===== src/rtl/edge_frame_sequencer_if.sv =====
// -----------------------------------------------------------------------------
// edge_frame_sequencer_if
// Bundles every non-clock, non-reset signal of the Prewitt frame sequencer:
// frame control, frame-memory read port, filter input/output ports and the
// coordinate-tagged output pixel stream.
//
// Modports:
//   master : the sequencer (drives busy/done, memory reads, filter input,
//            output stream; receives control, read data and filter output)
//   slave  : the environment (frame memory, filter, controller, sink)
// -----------------------------------------------------------------------------
interface edge_frame_sequencer_if #(
  parameter int ROWS = 242,
  parameter int COLS = 247
);
  localparam int AW = $clog2(ROWS * COLS);
  localparam int RW = $clog2(ROWS);
  localparam int CW = $clog2(COLS);

  // frame control
  logic          start;
  logic          abort;
  logic          hold;
  logic          busy;
  logic          done;
  // frame memory read port
  logic          mem_rd;
  logic [AW-1:0] mem_addr;
  logic [7:0]    mem_rdata;
  // filter ports
  logic          filt_valid_in;
  logic [7:0]    filt_pixel_in;
  logic          filt_valid_out;
  logic [7:0]    filt_pixel_out;
  // output pixel stream
  logic          out_valid;
  logic [7:0]    out_pixel;
  logic [RW-1:0] out_row;
  logic [CW-1:0] out_col;

  modport master (
    input  start, abort, hold, mem_rdata, filt_valid_out, filt_pixel_out,
    output busy, done, mem_rd, mem_addr, filt_valid_in, filt_pixel_in,
           out_valid, out_pixel, out_row, out_col
  );

  modport slave (
    output start, abort, hold, mem_rdata, filt_valid_out, filt_pixel_out,
    input  busy, done, mem_rd, mem_addr, filt_valid_in, filt_pixel_in,
           out_valid, out_pixel, out_row, out_col
  );
endinterface


===== src/rtl/edge_frame_sequencer.sv =====
// -----------------------------------------------------------------------------
// edge_frame_sequencer
// Frame-level controller for the 3x3 Prewitt filter. Reads one ROWS x COLS
// frame from a synchronous memory (1-cycle read latency), streams it into the
// filter, pushes ALIGN zero pixels to flush the filter pipeline, then realigns
// the filter output into exactly ROWS*COLS row/column-tagged pixels with the
// border forced to zero.
//
// Ports:
//   clk  : clock, rising edge
//   rst  : asynchronous, active-high reset
//   bus  : edge_frame_sequencer_if.master (control, memory, filter, output)
// -----------------------------------------------------------------------------
module edge_frame_sequencer #(
  parameter int ROWS  = 242,
  parameter int COLS  = 247,
  parameter int ALIGN = COLS + 3,
  parameter int AW    = $clog2(ROWS * COLS)
) (
  input logic                    clk,
  input logic                    rst,
  edge_frame_sequencer_if.master bus
);

  localparam int N  = ROWS * COLS;
  localparam int RW = $clog2(ROWS);
  localparam int CW = $clog2(COLS);
  localparam int OW = $clog2(N + ALIGN + 1);  // filter output counter
  localparam int EW = $clog2(N + 1);          // emitted pixel counter
  localparam int FW = $clog2(ALIGN + 1);      // flush pulse counter

  localparam logic [AW-1:0] LAST_ADDR  = AW'(N - 1);
  localparam logic [FW-1:0] LAST_FLUSH = FW'(ALIGN - 1);
  localparam logic [OW-1:0] ALIGN_O    = OW'(ALIGN);
  localparam logic [EW-1:0] N_EMIT     = EW'(N);
  localparam logic [RW-1:0] LAST_ROW   = RW'(ROWS - 1);
  localparam logic [CW-1:0] LAST_COL   = CW'(COLS - 1);

  typedef enum logic [2:0] {
    S_IDLE,
    S_FETCH,
    S_FLUSH,
    S_DRAIN,
    S_DONE
  } state_t;

  state_t        r_state;
  state_t        w_next;
  logic          w_busy;
  logic          w_done;
  logic          w_rd_issue;
  logic          w_flush_issue;
  logic          w_border;

  logic [AW-1:0] r_addr;
  logic [FW-1:0] r_flush_cnt;
  logic [OW-1:0] r_o_cnt;
  logic [EW-1:0] r_emit_cnt;
  logic [RW-1:0] r_row;
  logic [CW-1:0] r_col;
  logic          r_fv_in;
  logic          r_from_mem;
  logic          r_out_valid;
  logic [7:0]    r_out_pixel;
  logic [RW-1:0] r_out_row;
  logic [CW-1:0] r_out_col;

  // ---------------------------------------------------------------------------
  // FSM state register
  // ---------------------------------------------------------------------------
  // NOTE: clocked state uses non-blocking assignments so every flop samples
  // the pre-edge values regardless of process evaluation order.
  always_ff @(posedge clk or posedge rst) begin
    if (rst) r_state <= S_IDLE;
    else     r_state <= w_next;
  end

  // ---------------------------------------------------------------------------
  // Next-state and strobes. Abort suppresses new reads/flush pulses in the
  // cycle it is seen, so nothing new enters the pipe while leaving the frame.
  // ---------------------------------------------------------------------------
  always_comb begin
    // NOTE: every output gets a default first so no path leaves a value
    // unassigned, which would otherwise infer a latch.
    w_next        = r_state;
    w_busy        = 1'b0;
    w_done        = 1'b0;
    w_rd_issue    = 1'b0;
    w_flush_issue = 1'b0;
    unique case (r_state)
      S_IDLE: begin
        if (bus.start && !bus.abort) w_next = S_FETCH;
      end
      S_FETCH: begin
        w_busy = 1'b1;
        if (bus.abort) begin
          w_next = S_IDLE;
        end else if (!bus.hold) begin
          w_rd_issue = 1'b1;
          if (r_addr == LAST_ADDR) w_next = S_FLUSH;
        end
      end
      S_FLUSH: begin
        w_busy = 1'b1;
        if (bus.abort) begin
          w_next = S_IDLE;
        end else if (!bus.hold) begin
          w_flush_issue = 1'b1;
          if (r_flush_cnt == LAST_FLUSH) w_next = S_DRAIN;
        end
      end
      S_DRAIN: begin
        w_busy = 1'b1;
        if (bus.abort)                 w_next = S_IDLE;
        else if (r_emit_cnt == N_EMIT) w_next = S_DONE;
      end
      S_DONE: begin
        w_done = 1'b1;
        w_next = S_IDLE;
      end
      default: w_next = S_IDLE;
    endcase
  end

  // Border test uses the coordinates of the pixel about to be emitted.
  assign w_border = (r_row == '0) || (r_row == LAST_ROW) ||
                    (r_col == '0) || (r_col == LAST_COL);

  // ---------------------------------------------------------------------------
  // Counters, filter input pipe and output realignment
  // ---------------------------------------------------------------------------
  always_ff @(posedge clk or posedge rst) begin
    if (rst) begin
      r_addr      <= '0;
      r_flush_cnt <= '0;
      r_o_cnt     <= '0;
      r_emit_cnt  <= '0;
      r_row       <= '0;
      r_col       <= '0;
      r_fv_in     <= 1'b0;
      r_from_mem  <= 1'b0;
      r_out_valid <= 1'b0;
      r_out_pixel <= '0;
      r_out_row   <= '0;
      r_out_col   <= '0;
    end else begin
      // Read data returns one cycle after mem_rd, exactly when this strobe is
      // presented to the filter; flush pulses carry pixel 0.
      r_fv_in     <= w_rd_issue | w_flush_issue;
      r_from_mem  <= w_rd_issue;
      r_out_valid <= 1'b0;

      if (r_state == S_IDLE || bus.abort) begin
        r_addr      <= '0;
        r_flush_cnt <= '0;
        r_o_cnt     <= '0;
        r_emit_cnt  <= '0;
        r_row       <= '0;
        r_col       <= '0;
      end else begin
        // Wrap to 0 after the last read so the address never exceeds AW bits.
        if (w_rd_issue)    r_addr      <= (r_addr == LAST_ADDR) ? '0 : r_addr + 1'b1;
        if (w_flush_issue) r_flush_cnt <= r_flush_cnt + 1'b1;
        // Completion counts pixels actually presented on the output port.
        if (r_out_valid)   r_emit_cnt  <= r_emit_cnt + 1'b1;

        if (w_busy && bus.filt_valid_out) begin
          r_o_cnt <= r_o_cnt + 1'b1;
          // The first ALIGN filter outputs precede raster pixel 0; drop them.
          if (r_o_cnt >= ALIGN_O) begin
            r_out_valid <= 1'b1;
            r_out_row   <= r_row;
            r_out_col   <= r_col;
            r_out_pixel <= w_border ? 8'd0 : bus.filt_pixel_out;
            if (r_col == LAST_COL) begin
              r_col <= '0;
              r_row <= r_row + 1'b1;
            end else begin
              r_col <= r_col + 1'b1;
            end
          end
        end
      end
    end
  end

  // ---------------------------------------------------------------------------
  // Port drive
  // ---------------------------------------------------------------------------
  assign bus.busy          = w_busy;
  assign bus.done          = w_done;
  assign bus.mem_rd        = w_rd_issue;
  assign bus.mem_addr      = r_addr;
  assign bus.filt_valid_in = r_fv_in;
  assign bus.filt_pixel_in = r_from_mem ? bus.mem_rdata : 8'd0;
  assign bus.out_valid     = r_out_valid;
  assign bus.out_pixel     = r_out_pixel;
  assign bus.out_row       = r_out_row;
  assign bus.out_col       = r_out_col;

endmodule

===== src/flat_wrapper.sv =====
// flat-port wrapper written by rule: the top's interface ports become plain ports
module edge_frame_sequencer_flat 
#(
  parameter int ROWS  = 242,
  parameter int COLS  = 247,
  parameter int ALIGN = COLS + 3,
  parameter int AW    = $clog2(ROWS * COLS)
)
  (clk, rst, bus_start, bus_abort, bus_hold, bus_mem_rdata, bus_filt_valid_out, bus_filt_pixel_out, bus_busy, bus_done, bus_mem_rd, bus_mem_addr, bus_filt_valid_in, bus_filt_pixel_in, bus_out_valid, bus_out_pixel, bus_out_row, bus_out_col);
  edge_frame_sequencer_if #(.ROWS(ROWS), .COLS(COLS)) bus_i ();
  input logic clk;
  input logic rst;
  input wire logic [$bits(bus_i.start)-1:0] bus_start;
  input wire logic [$bits(bus_i.abort)-1:0] bus_abort;
  input wire logic [$bits(bus_i.hold)-1:0] bus_hold;
  input wire logic [$bits(bus_i.mem_rdata)-1:0] bus_mem_rdata;
  input wire logic [$bits(bus_i.filt_valid_out)-1:0] bus_filt_valid_out;
  input wire logic [$bits(bus_i.filt_pixel_out)-1:0] bus_filt_pixel_out;
  output wire logic [$bits(bus_i.busy)-1:0] bus_busy;
  output wire logic [$bits(bus_i.done)-1:0] bus_done;
  output wire logic [$bits(bus_i.mem_rd)-1:0] bus_mem_rd;
  output wire logic [$bits(bus_i.mem_addr)-1:0] bus_mem_addr;
  output wire logic [$bits(bus_i.filt_valid_in)-1:0] bus_filt_valid_in;
  output wire logic [$bits(bus_i.filt_pixel_in)-1:0] bus_filt_pixel_in;
  output wire logic [$bits(bus_i.out_valid)-1:0] bus_out_valid;
  output wire logic [$bits(bus_i.out_pixel)-1:0] bus_out_pixel;
  output wire logic [$bits(bus_i.out_row)-1:0] bus_out_row;
  output wire logic [$bits(bus_i.out_col)-1:0] bus_out_col;
  assign bus_i.start = bus_start;
  assign bus_i.abort = bus_abort;
  assign bus_i.hold = bus_hold;
  assign bus_i.mem_rdata = bus_mem_rdata;
  assign bus_i.filt_valid_out = bus_filt_valid_out;
  assign bus_i.filt_pixel_out = bus_filt_pixel_out;
  assign bus_busy = bus_i.busy;
  assign bus_done = bus_i.done;
  assign bus_mem_rd = bus_i.mem_rd;
  assign bus_mem_addr = bus_i.mem_addr;
  assign bus_filt_valid_in = bus_i.filt_valid_in;
  assign bus_filt_pixel_in = bus_i.filt_pixel_in;
  assign bus_out_valid = bus_i.out_valid;
  assign bus_out_pixel = bus_i.out_pixel;
  assign bus_out_row = bus_i.out_row;
  assign bus_out_col = bus_i.out_col;
  edge_frame_sequencer #(.ROWS(ROWS), .COLS(COLS), .ALIGN(ALIGN), .AW(AW)) u_core (.clk(clk), .rst(rst), .bus(bus_i));
endmodule

===== config.mk =====
export PLATFORM = sky130hd
export DESIGN_NAME = edge_frame_sequencer_flat
export DESIGN_NICKNAME = d
export VERILOG_FILES = /design/src/rtl/edge_frame_sequencer_if.sv /design/src/rtl/edge_frame_sequencer.sv /design/src/flat_wrapper.sv
export SDC_FILE = /design/constraint.sdc
export NUM_CORES = 1
export LEC_CHECK = 0
export CAP_MARGIN = 40
export CORE_MARGIN = 2
export CORE_UTILIZATION = 60
export CTS_CLUSTER_SIZE = 16
export DETAILED_ROUTE_END_ITERATION = 6
export GPL_ROUTABILITY_DRIVEN = 0
export PLACE_DENSITY = 0.91
export RECOVER_POWER = 25
export REMOVE_ABC_BUFFERS = 1
export SKIP_LAST_GASP = 1
export SYNTH_ARGS = -nofsm -noshare
export SYNTH_HDL_FRONTEND = slang
export SYNTH_SLANG_ARGS = --single-unit

===== constraint.sdc =====
create_clock -name clk -period 7.8 [get_ports clk]
set_clock_uncertainty 0.15 [all_clocks]
set_input_delay 1.56 -clock clk [delete_from_list [all_inputs] [get_ports clk]]
set_output_delay 1.56 -clock clk [all_outputs]
set_load 0.02 [all_outputs]

* Word-level counts from Yosys, hierarchy flattened
Cells that the tools add are included.
** Word-level totals
- Register bits :: 102
- Bits of input ports :: 22
- Output and inout port bits :: 53
- Word-level logic and storage cells :: 96
** Operators by class
- Add/sub/neg operators :: 6
- $lt $le $gt $ge :: 1
- Equal/unequal tests :: 15
- Muxes and demuxes :: 38
- Bitwise logic cells :: 2
- Reductions and logical operators :: 21
** Operators with widths (number)
- $mux 16 :: 7
- $mux 8 :: 12
- $add 16x1->16 const B :: 3
- $eq 16x16->1 const B :: 2
- $mux 3 :: 9
- $add 8x1->8 const B :: 3
- $eq 8x8->1 const B :: 3
- $ge 16x8->1 const B :: 1
- $logic_not 8->1 :: 2
- $pmux 3 s4 :: 1
- $reduce_bool 2->1 :: 6
- $mux 1 :: 9
- $ne 3x2->1 const B :: 3
- $eq 3x2->1 const B :: 2
- $ne 3x3->1 const B :: 2
- $reduce_and 3->1 :: 2
- $reduce_and 6->1 :: 1
- $logic_or 1x1->1 :: 4
- $eq 3x1->1 const B :: 1
- $eq 3x3->1 const B :: 1
- $logic_not 3->1 :: 1
- $reduce_or 3->1 :: 1
- $logic_and 1x1->1 :: 2
- $ne 2x1->1 const B :: 1
- other kinds (4) :: 4

* Longest topological paths before layout
- Word-level depth :: 6
- Gate-level depth with buffers :: 8
- Mapped depth without buffers :: 6

* Least setup slack after synthesis
No wires, ideal clock.
- Path type :: input-to-output
- Start :: in bus_abort
- End :: out bus_mem_rd
- Arrival time :: 2.361 ns
- Setup slack :: 3.729 ns
- Stages on the path :: 4
- Path through :: clkbuf_1 nor3_1 nand3_1 inv_1
** Between the ends
- Longest elaborated chain between the ends :: 2
** Ends and longest elaborated chain
- start, declared :: line flat_wrapper.sv:14 : input wire logic [$bits(bus_i.abort)-1:0] bus_abort;
- $mux 1 :: line edge_frame_sequencer.sv:96 : if (bus.abort) begin
- $mux 1 :: line edge_frame_sequencer.sv:90 : unique case (r_state)
- end, declared :: line flat_wrapper.sv:21 : output wire logic [$bits(bus_i.mem_rd)-1:0] bus_mem_rd;
No other way between the ends.

* Final worst setup path
Ends and elaborated chain as after synthesis.

==> run metrics <==
Clock Sinks=102; Pre-antenna DRT Iters=6; Tightest Pin Transition=2.08 ns; DRC=0; post-synth top area share=0.462; DR iter-0 viols=388; # fillers=656; cell internal pwr=0.771 mW; Setup-failing EPs final=0; Die Ht=100 um; Seq/Total Area, Yosys=0.462; Comb pwr share=0.162; crit-path max FO=18; Post-Syn Area=5520 um^2; CTS Buf Count=9; worst rel slew slack=-0.390; Yosys Warn Count=0; vias per cell=6.43; DP HPWL=8.47 mm; first-pass GRT wire length=20.9 mm; violated checks=capacitance limit, slew limit; layout cell share with drive strength beyond 1=0.0681; Post-synth ARST share=1.00; Max-Cap Viols=1; Buffers on Ports=74; FP Rows=35; VDD IR-drop max=131 uV; number of H-tree levels=3; Total Nets Final=648; synth top area cells=dfrtp_1, o31ai_1, a21oi_1, ha_1, nand4_1; Core Region=9060 um^2; Layout area overhead=17.0%; post-CTS setup buffer count=0; Sw Ratio=0.283; Synth Area per Inst=9.95 um^2; Critical Path Start Type=primary input; top cells by count, synth=dfrtp_1, nor2_1, a21oi_1, o31ai_1, inv_1; post-synthesis instance total=555; CTS max path bufs=2; gr ovfl total=0; Final Max Tran Viols=37; Final ANT Viol Nets=0; clk_lat worst skew=0.36 ns; unique cell type count in the Yosys netlist=63; RSZ-0062 raised after global routing=no; Clk network pwr share=0.325; setup TNS=0 ns; worst endpoint required time=6.09 ns; Placed Cells=712; crit path DAT=3.68 ns; Synth Flop Type=dfrtp_1; Layout Cells excl Fill=728; root buf cell=clkbuf_8; # diodes=0; initial core utilization=0.609; largest net degree at the start of global routing=55; Worst Setup End Kind=output port; leakage power=2.60 nW; Period minus WS final=5.39 ns; final worst-path cycle share=0.692; top-count cell post-synth=dfrtp_1; number of I/O pins=75; detailed-route via count=4,683; Setup Crit Path Kind=primary input to output port; sequential power share=0.513; status=finished, violations left; post-synth top area cell=dfrtp_1; #FFs+latches synth=102; vias in the first global route=4,596; post-cts hold buffer count=0; hold violation total from the final report=0; DR WL/cell=17.0 um; Max Fclk=185 MHz; routed wire length=12.4 mm; pwr/cell area=166 nW/um^2; initial antenna violation count=0; total track usage=0.255; total die area=9990 um^2; Core Util, Final=0.713; Worst Hold Class=flop to flop; CTS tree=built; Psw=0.304 mW; Die Width=100 um; number of enable flip-flop cells after synthesis=0; clk slew on worst S/H paths=0.08 ns; post-cts sizing count=0
sequential cells by signal, summed over array words and instances, names as in the netlist:
register and cells:
u_core.r_o_cnt 16, u_core.r_flush_cnt 8, u_core.r_emit_cnt 16, u_core.bus.out_col 8
u_core.bus.out_pixel 8, u_core.r_from_mem 1, u_core.bus.out_row 8, u_core.r_col 8
u_core.r_state 3, u_core.bus.out_valid 1, u_core.bus.mem_addr 16, u_core.bus.filt_valid_in 1
u_core.r_row 8
power by group through the flow:
stage / combinational (mW) / sequential, mW / clock (mW)
6_report: 0.174 / 0.551 / 0.349
4_1_cts: 0.173 / 0.551 / 0.355
3_5_place_dp: 0.171 / 0.561 / 0
5_1_grt: 0.191 / 0.553 / 0.380
3_3_place_gp: 0.165 / 0.561 / 0
2_1_floorplan: 0.104 / 0.560 / 0
critical path, cell delays in order:
cell and delay (ns):
clkdlybuf4s50_1 0.69, nor3_1 0.43, nand3_1 0.22, inv_1 0.15
clkdlybuf4s50_1 0.62
final timing paths:
kind,from,end,slack [ns],depth (start not counted)
max,bus_abort,bus_mem_rd,2.41,5
min reg2reg,u_core.bus.out_row[0]$_DFFE_PP0P_,u_core.bus.out_row[0]$_DFFE_PP0P_,0.36,1
min,u_core.bus.out_row[0]$_DFFE_PP0P_,u_core.bus.out_row[0]$_DFFE_PP0P_,0.36,1
max in group asynchronous,rst,u_core.bus.mem_addr[3]$_DFFE_PP0P_,3.41,3
max reg2reg,u_core.r_o_cnt[13]$_DFFE_PP0P_,u_core.r_col[4]$_DFFE_PP0P_,5.19,4
min in group asynchronous,rst,u_core.bus.out_col[5]$_DFFE_PP0P_,1.69,2
cells by family after synthesis:
group,Yosys count,share of synthesized area
AOI/OAI and AO/OA,122,0.150
xor gates and xnor gates,28,0.0444
adders and majority gates,14,0.0317
buffers and inverters,62,0.0541
DFF,102,0.462
muxes,17,0.0358
and+or+nand+nor,210,0.222
cells in the final DEF, fill, tap and decap left out, types with 4 or more instances in the layout:
| cell | n |
|---|---|
| dfrtp_1 | 102 |
| clkdlybuf4s50_1 | 73 |
| nor2_1 | 38 |
| a21oi_1 | 35 |
| o31ai_1 | 33 |
| inv_1 | 30 |
| nand4_1 | 27 |
| nand3_1 | 22 |
| nand2_1 | 22 |
| o21ai_0 | 17 |
| or3_1 | 17 |
| or4_1 | 16 |
| and2_1 | 16 |
| xor2_1 | 15 |
| ha_1 | 14 |
| xnor2_1 | 13 |
| mux2_2 | 13 |
| clkbuf_8 | 12 |
| and3_1 | 10 |
| nor3_1 | 8 |
| nor4_1 | 7 |
| a211oi_1 | 5 |
| and4_1 | 5 |
| o41ai_1 | 4 |
through the flow:
step           area, um^2  worst slack (ns)  power (mW)  hold slack, ns
2_1_floorplan        5340              3.41       0.664           0.317
3_5_place_dp         6260              2.44       0.732           0.343
6_report             6460              2.41        1.07           0.364
4_1_cts              6470              2.43        1.08           0.370
3_3_place_gp         6240              2.53       0.726           0.328
5_1_grt              6460              2.25        1.12           0.386
cell type report:
cell class,instances,area (um^2),area share
Sequential cell,102,2550,0.395
Inverter,31,118,0.0182
Clock inverter,2,38.8,0.00600
Timing Repair Buffer,77,772,0.119
Multi-Input combinational cell,391,2670,0.413
Clock buffer,14,173,0.0267
Tap cell,111,139,0.0215
layer usage:
layer  vias to the layer above  routed length (um)  track usage
met2                       220                6140        0.434
met4                         0                 250       0.0864
met1                      2246                5170        0.330
met3                        31                 811       0.0508
met5                         -                   0            0
li1                       2186                   -            -
Power figures use the tool's default switching activity.
